--- config.mk ---
export PLATFORM = sky130hd
export DESIGN_NAME = pwm_duty_meter
export DESIGN_NICKNAME = d
export VERILOG_FILES = /design/src/rtl/pwm_meas_pkg.sv /design/src/rtl/pwm_sync_edge.sv /design/src/rtl/pwm_duty_meter.sv
export SDC_FILE = /design/constraint.sdc
export NUM_CORES = 1
export LEC_CHECK = 0
export CORE_ASPECT_RATIO = 0.7
export CORE_MARGIN = 4
export CORE_UTILIZATION = 50
export DETAILED_ROUTE_END_ITERATION = 10
export GPL_TIMING_DRIVEN = 0
export PLACE_DENSITY = 0.73
export SLEW_MARGIN = 5
export SYNTH_ARGS = -nofsm -noshare
export SYNTH_HDL_FRONTEND = slang
export SYNTH_SLANG_ARGS = --single-unit
--- constraint.sdc ---
create_clock -name clk -period 5 [get_ports clk]
set_input_delay 1.25 -clock clk [delete_from_list [all_inputs] [get_ports clk]]
set_output_delay 1.25 -clock clk [all_outputs]
set_load 0.03 [all_outputs]
--- src/rtl/pwm_meas_pkg.sv ---
// Shared constants and FSM state type for the PWM duty meter and the
// generator bench that drives it.
package pwm_meas_pkg;

  localparam int CNT_W_DEF       = 8;
  localparam int TIMEOUT_DEF     = 64;
  localparam int SYNC_STAGES_DEF = 2;
  localparam int PWM_PERIOD      = 10;

  typedef enum logic [1:0] {
    ST_IDLE,
    ST_HIGH,
    ST_LOW,
    ST_STUCK_HI
  } meas_state_e;

endpackage

--- src/rtl/pwm_sync_edge.sv ---
// Brings the asynchronous PWM input into the clk domain and derives
// single-cycle rise/fall strobes from the synchronised level.
module pwm_sync_edge
  import pwm_meas_pkg::*;
#(
  parameter int SYNC_STAGES = SYNC_STAGES_DEF
) (
  input  logic clk,
  input  logic rst_n,
  input  logic pwm_in,
  output logic lvl,
  output logic rise,
  output logic fall
);

  logic [SYNC_STAGES-1:0] sync_q, sync_d;
  logic                   prev_q, prev_d;

  always_comb begin
    sync_d = {sync_q[SYNC_STAGES-2:0], pwm_in};
    prev_d = sync_q[SYNC_STAGES-1];
  end

  always_ff @(posedge clk or negedge rst_n) begin
    if (!rst_n) begin
      sync_q <= '0;
      prev_q <= 1'b0;
    end else begin
      sync_q <= sync_d;
      prev_q <= prev_d;
    end
  end

  assign lvl  = sync_q[SYNC_STAGES-1];
  assign rise = lvl & ~prev_q;
  assign fall = ~lvl & prev_q;

endmodule

--- src/rtl/pwm_duty_meter.sv ---
// Measures high time and period of each complete PWM cycle in clk ticks and
// flags inputs stuck high or low for TIMEOUT cycles.
module pwm_duty_meter
  import pwm_meas_pkg::*;
#(
  parameter int CNT_W       = CNT_W_DEF,
  parameter int TIMEOUT     = TIMEOUT_DEF,
  parameter int SYNC_STAGES = SYNC_STAGES_DEF
) (
  input  logic             clk,
  input  logic             rst_n,
  input  logic             pwm_in,
  output logic [CNT_W-1:0] high_count,
  output logic [CNT_W-1:0] period_count,
  output logic             meas_valid,
  output logic             stuck_high,
  output logic             stuck_low
);

  localparam logic [CNT_W-1:0] TIMEOUT_C = CNT_W'(TIMEOUT);
  localparam logic [CNT_W-1:0] ONE_C     = CNT_W'(1);

  logic lvl, rise, fall;
  logic edge_w, timeout_w;

  meas_state_e      state_q, state_d;
  logic [CNT_W-1:0] run_q, run_d;
  logic [CNT_W-1:0] hi_cnt_q, hi_cnt_d;
  logic [CNT_W-1:0] lo_cnt_q, lo_cnt_d;
  logic [CNT_W-1:0] high_count_q, high_count_d;
  logic [CNT_W-1:0] period_count_q, period_count_d;
  logic             meas_valid_q, meas_valid_d;
  logic             stuck_high_q, stuck_high_d;
  logic             stuck_low_q, stuck_low_d;

  pwm_sync_edge #(
    .SYNC_STAGES(SYNC_STAGES)
  ) u_sync_edge (
    .clk   (clk),
    .rst_n (rst_n),
    .pwm_in(pwm_in),
    .lvl   (lvl),
    .rise  (rise),
    .fall  (fall)
  );

  // An edge arriving on the timeout cycle wins: timeout_w needs a quiet cycle.
  always_comb begin
    edge_w    = rise | fall;
    timeout_w = (run_q == TIMEOUT_C) && !edge_w;
    if (edge_w) begin
      run_d = ONE_C;
    end else if (run_q == TIMEOUT_C) begin
      run_d = run_q;
    end else begin
      run_d = run_q + ONE_C;
    end
  end

  always_comb begin
    state_d        = state_q;
    hi_cnt_d       = hi_cnt_q;
    lo_cnt_d       = lo_cnt_q;
    high_count_d   = high_count_q;
    period_count_d = period_count_q;
    meas_valid_d   = 1'b0;
    stuck_high_d   = stuck_high_q;
    stuck_low_d    = stuck_low_q;
    case (state_q)
      ST_IDLE: begin
        if (rise) begin
          state_d     = ST_HIGH;
          hi_cnt_d    = ONE_C;
          stuck_low_d = 1'b0;
        end else if (timeout_w && !lvl) begin
          stuck_low_d = 1'b1;
        end
      end
      ST_HIGH: begin
        if (fall) begin
          state_d  = ST_LOW;
          lo_cnt_d = ONE_C;
        end else if (timeout_w) begin
          state_d      = ST_STUCK_HI;
          stuck_high_d = 1'b1;
        end else begin
          hi_cnt_d = hi_cnt_q + ONE_C;
        end
      end
      ST_LOW: begin
        if (rise) begin
          high_count_d   = hi_cnt_q;
          period_count_d = hi_cnt_q + lo_cnt_q;
          meas_valid_d   = 1'b1;
          state_d        = ST_HIGH;
          hi_cnt_d       = ONE_C;
        end else if (timeout_w) begin
          // Partial period is dropped; the next rise starts a fresh one.
          state_d     = ST_IDLE;
          stuck_low_d = 1'b1;
        end else begin
          lo_cnt_d = lo_cnt_q + ONE_C;
        end
      end
      ST_STUCK_HI: begin
        if (fall) begin
          state_d      = ST_IDLE;
          stuck_high_d = 1'b0;
        end
      end
      default: begin
        state_d = ST_IDLE;
      end
    endcase
  end

  always_ff @(posedge clk or negedge rst_n) begin
    if (!rst_n) begin
      state_q        <= ST_IDLE;
      run_q          <= ONE_C;
      hi_cnt_q       <= '0;
      lo_cnt_q       <= '0;
      high_count_q   <= '0;
      period_count_q <= '0;
      meas_valid_q   <= 1'b0;
      stuck_high_q   <= 1'b0;
      stuck_low_q    <= 1'b0;
    end else begin
      state_q        <= state_d;
      run_q          <= run_d;
      hi_cnt_q       <= hi_cnt_d;
      lo_cnt_q       <= lo_cnt_d;
      high_count_q   <= high_count_d;
      period_count_q <= period_count_d;
      meas_valid_q   <= meas_valid_d;
      stuck_high_q   <= stuck_high_d;
      stuck_low_q    <= stuck_low_d;
    end
  end

  assign high_count   = high_count_q;
  assign period_count = period_count_q;
  assign meas_valid   = meas_valid_q;
  assign stuck_high   = stuck_high_q;
  assign stuck_low    = stuck_low_q;

endmodule

==> results of run 1 <==
==> per-layer routing <==
layer / up-vias / part of all wire / GRT usage
li1: 895 / - / -
met1: 867 / 0.53 / 0.2373
met2: 35 / 0.42 / 0.2556
met3: 7 / 0.044 / 0.03675
met4: 0 / 0.014 / 0.05484
met5: - / 0 / 0
==> cell families after synthesis <==
logic type               share of synthesized area
AND/OR/NAND/NOR                             0.1672
flip-flops                                  0.4781
AO/OA/AOI/OAI                               0.1284
XOR/XNOR                                   0.07662
buffers and inverters                      0.03731
adder cells (fa/ha/maj)                    0.07264
multiplexers                               0.03980
==> layout make-up <==
type                       count  area [sq um]  share of cell area
timing repair buffer          22         225.2             0.07666
inverter                      11         41.29             0.01405
sequential                    48          1202              0.4093
tap                           69         86.33             0.02939
multi-input combinational    170          1219              0.4148
buffer                         8         52.55             0.01789
clock inverter                 3         42.54             0.01448
clock buffer                   5         68.82             0.02342
==> sequential cells by signal (all words and copies together), names as in the netlist <==
name                cells
u_sync_edge.sync_q      2
lo_cnt_q                8
hi_cnt_q                8
state_q                 2
meas_valid              1
run_q                   8
stuck_low               1
period_count            8
high_count              8
u_sync_edge.prev_q      1
stuck_high              1
==> cells in the mapped netlist (2+ instances only) <==
| library cell | number |
|---|---|
| dfrtp_1 | 47 |
| nor2_1 | 25 |
| nand2_1 | 15 |
| ha_1 | 13 |
| xnor2_1 | 12 |
| inv_1 | 11 |
| o21ai_0 | 11 |
| xor2_1 | 10 |
| nand3_1 | 9 |
| mux2_2 | 8 |
| nand4_1 | 7 |
| nor3_1 | 7 |
| a211oi_1 | 5 |
| a21oi_1 | 5 |
| o21a_1 | 5 |
| and3_1 | 4 |
| nor2b_1 | 4 |
| o31ai_1 | 4 |
| a2111oi_2 | 3 |
| buf_2 | 3 |
| a21o_1 | 2 |
| a22o_1 | 2 |
| buf_6 | 2 |
| clkbuf_1 | 2 |
| nand2b_1 | 2 |
==> metrics by stage <==
stage	util	total power (uW)	setup WS [ns]	hold WS (ns)	instance area, sq um
4_1_cts	0.6110	1249	2.390	0.3561	2938
3_3_place_gp	0.5847	959.3	1.312	0.3340	2811
3_5_place_dp	0.5878	969.8	2.731	0.3364	2826
6_report	0.6110	1238	2.401	0.3565	2938
2_1_floorplan	-	821.5	3.092	0.3312	2515
5_1_grt	0.6110	1319	2.340	0.3664	2938
==> cell usage in the layout, fill, tap and decap left out, types with 3 or more instances in the layout <==
cell type / instances
clkbuf_8: 5
and3_1: 4
dfrtp_1: 47
xnor2_1: 12
nand3_1: 9
inv_1: 11
o21a_1: 5
o21ai_0: 11
buf_2: 4
nor2_1: 25
a21oi_1: 5
nand2_1: 15
mux2_2: 8
clkdlybuf4s50_1: 20
nand4_1: 7
nor2b_1: 4
a2111oi_2: 3
o31ai_1: 4
xor2_1: 10
ha_1: 13
a211oi_1: 5
nor3_1: 7
==> final timing paths <==
kind | endpoint | from | slack, ns | cells after the start
worst min register to register | u_sync_edge.sync_q[1] | u_sync_edge.sync_q[0] | 0.36 | 0
worst max-delay path | stuck_low | stuck_low | 2.40 | 1
worst max register to register | high_count[4] | u_sync_edge.sync_q[1] | 2.90 | 6
min in group asynchronous | high_count[5] | rst_n | 0.87 | 1
worst min-delay path | u_sync_edge.sync_q[1] | u_sync_edge.sync_q[0] | 0.36 | 0
max in group asynchronous | run_q[0] | rst_n | 3.56 | 2
==> power by group through the flow <==
stage	logic, uW	clock network, uW	registers (uW)
floorplan	237	0	585
global placement	420	0	539
detailed placement	429	0	541
CTS	430	286	533
global route	473	299	547
finish	427	278	534
==> summary.md, run 1 <==
| Metric | Value |
|---|---|
| Max-slew headroom | `0.7220` |
| Finish-stage setup viols | `0` |
| Setup Crit Path Kind | `reg -> out` |
| Mapped Area | `roughly 2500 sq um` |
| Post-Syn Nets | `254` |
| Cts repair resizes | `0` |
| Antenna diodes | `0` |
| Sequential power share | `0.431` |
| Post-synth EDFFs | `0` |
| Gr usage total | `0.1669` |
| YS warnings | `0` |
| CORE AREA | `between 4000 and 5000 sq um` |
| Die Y-Extent | `~67 um` |
| H-tree depth | `2` |
| CP max stage cell | `clkdlybuf4s50_1` |
| Vias in the first global route | `1,732` |
| Fmax | `a little under 400 MHz` |
| Status | `completed` |
| DR vias/cell | `between 5 and 6` |
| Unrepaired setup endpoints after global routing | `false` |
| Slew @ Worst Pin | `between 0.4 and 0.5 ns` |
| Routability-driven placement congestion ratio | `between 0.8 and 0.9` |
| Comb pwr share | `0.345` |
| Largest area contributor in the netlist | `dfrtp_1` |
| WP data arrival | `1.35 ns` |
| Power per cell area | `approximately 420 nW/um^2` |
| Root buffer cell | `clkbuf_8` |
| Row count | `21` |
| Placed insts | `between 300 and 400` |
| Gate Count Post-Synth | `between 200 and 250` |
| Initial DRC count | `52` |
| DR WL/cell | `~14 um` |
| Clk buf depth | `2` |
| Initial DRT Pass Iterations | `4` |
| Port Buffers | `21` |
| Max cap viols | `0` |
| Nets | `283` |
| CP bufs+invs | `1` |
| Switch share | `0.3583` |
| Worst clock skew | `around 0.0056 ns` |
| CP Capture Type | `primary output` |
| Layout area overhead | `16.82%` |
| Crit Path Max Fanout | `3` |
| Post-layout instance count excluding filler cells | `336` |
| Ports | `22` |
| Post-CTS setup repair buffer count | `0` |
| Hold Fails Final Rpt | `0` |
| Leakage Power | `between 0.001 and 0.0015 uW` |
| Antenna violations before repair | `0` |
| Top-area cell type share of the netlist area | `0.4677` |
| Psw | `between 400 and 500 uW` |
| Layout cells sized above 1 | `0.1273` |
| # hold bufs at CTS | `0` |
| Total Routed Length | `approximately 4800 um` |
| Grt ovf | `0` |
| CP delay by family, top | `buffers and inverters` |
| Fin. max-slew vios | `0` |
| #FFs+latches synth | `48` |
| Library cells used by synthesis | `44` |
| Accumulated negative setup slack | `0 ns` |
| Mapped Avg Cell Area | `about 11 sq um` |
| Remaining DRCs | `0` |
| Via Count | `1,804` |
| Worst-Skew Late Latency | `0.30 ns` |
| Worst-path clk slew | `roughly 0.08 ns` |
| Fill cells | `between 400 and 500` |
| WP data required | `3.75 ns` |
| Max rail drop VDD | `about 0.25 mV` |
| Synth area leaders | `dfrtp_1 (47%), ha_1 (6.5%), xnor2_1 (4.2%)` |
| Critical path startpoint category | `flip-flop` |
| Int Pwr | `794.7 uW` |
| Critical Path Max Stage Delay | `0.68 ns` |
| CTS tree | `built` |
| Clock share of power | `0.224` |
| First-pass GRT wire length | `~8200 um` |
| Hpwl dp | `around 3600 um` |
| Die Area | `6246 sq um` |
| Seq/Total Area, Yosys | `0.4781` |
| Worst Hold Class | `reg -> reg` |
| Pin count of the biggest net entering global routing | `31` |
| Final period utilization | `0.5199` |
| Count of clock tree sinks | `between 40 and 50` |
| Top FF cell, synth | `dfrtp_1` |
| Number of buffers created by CTS | `5` |
| Starting Density | `0.5230` |
| Asr flop ratio synth | `1.000` |
| Crit-path cells | `clkdlybuf4s50_1` |
| Post-route ant nets | `0` |
| DIE WIDTH | `92.77 um` |
| Min cycle time layout | `2.599 ns` |
Note: power is estimated with default switching activity, not from simulation.
==> run 2: changes to the inputs <==
==> constraint.sdc (replaced) <==
create_clock -name clk -period 2.5 [get_ports clk]
set_input_delay 0.625 -clock clk [delete_from_list [all_inputs] [get_ports clk]]
set_output_delay 0.625 -clock clk [all_outputs]
set_load 0.03 [all_outputs]
==> results of run 2 <==
Same layout as run 1 (identical final DEF). Status: completed.
Among the figures that moved: setup slack after placement 2.731 ns -> 0.3967 ns; clock-pin slew on the worst setup and hold paths 0.08 ns -> 0.09 ns; setup slack after layout 2.401 ns -> 0.4002 ns; hold slack 0.3565 ns -> 0.2454 ns; start point of the critical path stuck_low -> u_sync_edge.sync_q[1]; end point of the critical path stuck_low -> high_count[4]; register-to-register setup slack 2.90 ns -> 0.40 ns; total power 1238 uW -> 2477 uW; worst IR drop on VDD 0.2532 mV -> 0.5064 mV
